File: config.mk
export PLATFORM = sky130hd
export DESIGN_NAME = fetch_pc_pipe
export DESIGN_NICKNAME = d
export VERILOG_FILES = /design/src/rtl/fetch_pc_pipe.sv
export SDC_FILE = /design/constraint.sdc
export NUM_CORES = 1
export LEC_CHECK = 0
export BUFFER_PORTS_ARGS = -buffer_cell sky130_fd_sc_hd__buf_2
export CORE_MARGIN = 5
export CORE_UTILIZATION = 49
export CTS_CLUSTER_DIAMETER = 120
export DETAILED_ROUTE_END_ITERATION = 10
export PLACE_DENSITY_LB_ADDON = 0.1
export SETUP_SLACK_MARGIN = 0.4
export SLEW_MARGIN = 40
export SYNTH_ARGS = -nofsm -noshare
export SYNTH_HDL_FRONTEND = slang
export SYNTH_SLANG_ARGS = --single-unit
File: constraint.sdc
create_clock -name clk -period 4.5 [get_ports clk]
set_input_delay 0.9 -clock clk [delete_from_list [all_inputs] [get_ports clk]]
set_output_delay 0.9 -clock clk [all_outputs]
set_load 0.02 [all_outputs]
File: src/rtl/fetch_pc_pipe.sv
// fetch_pc_pipe: instruction-fetch stage of a 5-stage RISC-V pipeline.
// It holds the fetch PC, forms PC+4, selects the next PC (sequential or
// redirect target), and registers the fetched instruction and its PC
// values into the IF/ID pipeline register for decode.
module fetch_pc_pipe #(
    parameter int               WIDTH    = 32,
    parameter logic [WIDTH-1:0] RESET_PC = '0
) (
    input  logic             clk,
    input  logic             reset,
    input  logic             PCSrcE,
    input  logic [WIDTH-1:0] PCTargetE,
    input  logic             StallF,
    input  logic             StallD,
    input  logic             FlushD,
    input  logic [WIDTH-1:0] InstrF,
    output logic [WIDTH-1:0] PCF,
    output logic [WIDTH-1:0] PCPlus4F,
    output logic [WIDTH-1:0] InstrD,
    output logic [WIDTH-1:0] PCD,
    output logic [WIDTH-1:0] PCPlus4D
);

    // Fetch PC register
    logic [WIDTH-1:0] r_pc;

    // IF/ID pipeline register contents
    logic [WIDTH-1:0] r_instr_d;
    logic [WIDTH-1:0] r_pc_d;
    logic [WIDTH-1:0] r_pc_plus4_d;

    // Sequential address and next-PC selection
    logic [WIDTH-1:0] w_pc_plus4;
    logic [WIDTH-1:0] w_pc_next;

    // PC+4 wraps modulo 2^WIDTH; the redirect target is taken as given,
    // with no alignment check.
    always_comb begin
        w_pc_plus4 = r_pc + WIDTH'(4);
        w_pc_next  = PCSrcE ? PCTargetE : w_pc_plus4;
    end

    // PC register: reset loads RESET_PC; a stall holds it and also drops
    // any redirect presented in the same cycle.
    always_ff @(posedge clk or posedge reset) begin
        if (reset) begin
            r_pc <= RESET_PC;
        end else if (!StallF) begin
            r_pc <= w_pc_next;
        end
    end

    // IF/ID register: flush clears to a bubble and takes priority over stall.
    always_ff @(posedge clk or posedge reset) begin
        if (reset) begin
            r_instr_d    <= '0;
            r_pc_d       <= '0;
            r_pc_plus4_d <= '0;
        end else if (FlushD) begin
            r_instr_d    <= '0;
            r_pc_d       <= '0;
            r_pc_plus4_d <= '0;
        end else if (!StallD) begin
            r_instr_d    <= InstrF;
            r_pc_d       <= r_pc;
            r_pc_plus4_d <= w_pc_plus4;
        end
    end

    assign PCF      = r_pc;
    assign PCPlus4F = w_pc_plus4;
    assign InstrD   = r_instr_d;
    assign PCD      = r_pc_d;
    assign PCPlus4D = r_pc_plus4_d;

endmodule

Word-level counts from Yosys, hierarchy flattened --
Cells that the tools add are included.
Word-level totals: word-level logic and storage cells 13, output and inout port bits 160, input bits 70, flip-flop bits (word level) 128
Cells by class: add/sub/neg operators 1, muxes and demuxes 7, equality and inequality tests 1
Operators with widths (number):
- $mux W32 | 7
- $add A32 B3 Y32 const B | 1
- $ne A2 B1 Y1 const B | 1

Logic depth before layout (Yosys ltp) --
depth in word-level cells 3, mapped depth 7

Worst setup path after synthesis --
Ideal clock, no wire load.
path type reg2out, from register r_pc[2] (netlist: PCF[2]), to output port PCPlus4F[30], data arrival time 2.049 ns, slack 1.551 ns, cell stages (with the launch flop) 6, required time 3.600 ns, cell sequence dfrtp_1 > ha_1 > nand3_2 > nor4_2 > nand4_1 > xnor2_1
Between the ends: cells in the longest elaborated chain, start to end 1
Ends and longest elaborated chain:
- start: declaration | line 25 | logic [WIDTH-1:0] r_pc;
- start signal: assignment | line 49 | r_pc <= w_pc_next;
- $add A32 B3 Y32 | line 39 | w_pc_plus4 = r_pc + WIDTH'(4);
- end: declaration | line 18 | output logic [WIDTH-1:0] PCPlus4F,
Every way passes these cells.

Worst setup path after layout --
from register r_pc[2] (netlist: PCF[2]), to output port PCPlus4F[18]
The elaborated chain is that of the path after synthesis.

==> impl_metrics.toml <==
[outcome]
status = "finished, final reports clean"

[cells_and_area]
n_antenna_cell = 0
final_nets = 843
fin_util_pct = 65.4
final_common_cell = "buf_2"
drive_gt1_share_pct = 35.3
layout_common_cells = "228 x buf_2, 126 x dfrtp_1, 86 x nor2_1"
area_growth_pct = 30.8

[synth]
ys_seq_area_share_pct = 52.5
ys_top_cells_by_area = "dfrtp_1 53%, mux2i_1 12%, nor2_1 5.4%, o21a_1 4.1%, xnor2_1 3.4%"
syn_nets = 641
ys_seq_elements = 126
synth-edff-count = 0
synth_top_area_cell = "dfrtp_1"
syn_area_um2 = 6000
ys_types = 45
synth_cells = 570
syn_avg_cell_area_um2 = 10.5
synthArstFlopShare_pct = 100
yosys_warnings = 0
synthFlopType = "dfrtp_1"
netlist.area_leader.share_pct = 52.5

[place]
portBuffers = 229
place_hpwl_mm = 11.8
routabilityCongestion = 0.844

[worst_setup_path]
end_kind = "output port"
timing.rr.start = "PCF[2]"
worstSetupStartpointType = "register"
rrSetupSlack_ps = 2160
worst-setup-path-type = "register to output port"
cp.required_ps = 3600
rr_worst_depth = 6
worst_ep_arrival_time_ps = 2640
critPathMaxFanout = 8
critPathLaunch = "PCF[2]"

[sta]
setup_viol = 0
worst_slew_pin_slew_ps = 715
skew_ps = 6.69
report.final.hold_viol_count = 0
min_period_ps = 3540
drv_slew = 0
max_slew_margin_pct = 52.3
setup-tns-final_ps = 0
rsz0062_at_grt = "no"
fmax_mhz = 283
fin_crit_sh_pct = 78.6

[drt]
firstDrtPassIters = 5
via_per_inst = 5.49
drt_iter0_markers = 251
routedWlPerCell_um = 18.5
post-route-drc-count = 0
postRouteAntennaNets = 0
routed_wl_mm = 17.3
vias = 5107

[power_and_ir_drop]
irDropWorstVdd_mv = 0.293
power_density_nw_per_um2 = 454
p_leak_nw = 4.06

[floorplanning]
die_h_um = 121
row_count = 40
initial_utilization_pct = 50.0
ios = 230
design.core.area_um2 = 12000
die_w_um = 121
die_area_um2 = 14600

[clock_tree]
root_buffer = "clkbuf_16"
post_cts_resized = 0
clk_pin_slew_ps = 50
cts.sinks = 126
post_cts_buffers = 0
clk_latency_ps = 410
cts_tree = "built"
htree_levels = 4
cts_max_path_buffers = 2
cts_buffers = 17
cts_hold_buf = 0

[grt]
gr-total-overflow = 0
grt_usage_pct = 24.1
grt_first_pass_wirelength_mm = 27.8
grt_antenna_before_repair = 0
grt_start_max_net_pins = 103
grt_pass1_vias = 5221

[min_path]
hold_class = "register to register"
hold-path-cell-count = 2
min_from = "InstrD[18]"

[job]
drv_cap = 0
## cell type report
| type | instances | area [um2] |
|---|---|---|
| Fill cell | 1005 | 4160 |
| Sequential cell | 126 | 3150 |
| Multi-Input combinational cell | 383 | 2620 |
| Timing Repair Buffer | 235 | 1230 |
| Clock buffer | 25 | 495 |
| Tap cell | 147 | 184 |
| Clock inverter | 6 | 130 |
| Inverter | 9 | 37.5 |
## routing by layer
layer	global-route usage [%]	up-vias	wire length, um
li1	-	2406	-
met1	31.2	2483	7280
met2	38.5	198	8470
met3	7.02	20	1230
met4	8.92	0	278
met5	0	-	0
## power breakdown
group / leakage [nW] / internal, mW / switching [mW]
Combinational: 2.13 / 0.271 / 0.477
Clock: 0.307 / 0.981 / 0.466
Sequential: 1.62 / 1.24 / 0.125
Total: 4.06 / 2.49 / 1.07
## flip-flops by register name, indices dropped and copies added (netlist names)
name / flops
PCPlus4D: 30
PCD: 32
InstrD: 32
PCF: 32
## final timing paths
check	endpoint
setup / recovery	PCPlus4F[18]
hold / removal	InstrD[18]
min in group asynchronous	PCD[25]
hold reg to reg	InstrD[18]
max in group asynchronous	InstrD[6]
setup reg to reg	PCF[22]
## cells in the mapped netlist (2+ instances only)
library cell    n
nor3_1          7
a22o_1          2
o21a_1         33
a22oi_1        16
xor2_1          5
nand4_1        10
buf_2           7
dfrtp_1       126
nor2_1         86
clkbuf_1       31
a21oi_1        16
nand2_1        24
nand3b_1       13
o311ai_0       13
buf_1           9
nor4_1          2
nand3_1        10
and3_1          6
nor3b_1         3
buf_4           4
o21ai_0        20
xnor2_1        23
inv_1           9
and4_1          2
mux2_2          3
mux2i_1        71
## worst max-delay path, stage by stage, from the launching register on
cell	delay (ps)
dfrtp_1	470
ha_1	310
nand3_2	210
or4_4	580
nor2_1	240
xnor2_1	200
buf_2	210
## stage by stage
step	instance area, um2	setup slack (ps)	power, mW	cells	hold WS, ps
global placement	7180	1210	2.12	899	497
finish	7850	963	3.56	931	513
floorplan	6000	1550	1.86	570	610
global route	7850	718	3.73	931	534
CTS	7840	666	3.59	931	519
detailed placement	7210	1140	2.14	900	507
## cell families (layout without fill, tap and decap cells)
| family | after synthesis | after routing | share of synthesized area (%) |
|---|---|---|---|
| buffers and inverters | 61 | 275 | 4.23 |
| AO/OA/AOI/OAI | 107 | 107 | 12.3 |
| flip-flops | 126 | 126 | 52.5 |
| adder cells (fa/ha/maj) | 1 | 1 | 0.208 |
| AND/OR/NAND/NOR | 173 | 173 | 14.2 |
| multiplexers | 74 | 74 | 12.4 |
| XOR/XNOR | 28 | 28 | 4.09 |
Power figures use the tool's default switching activity.
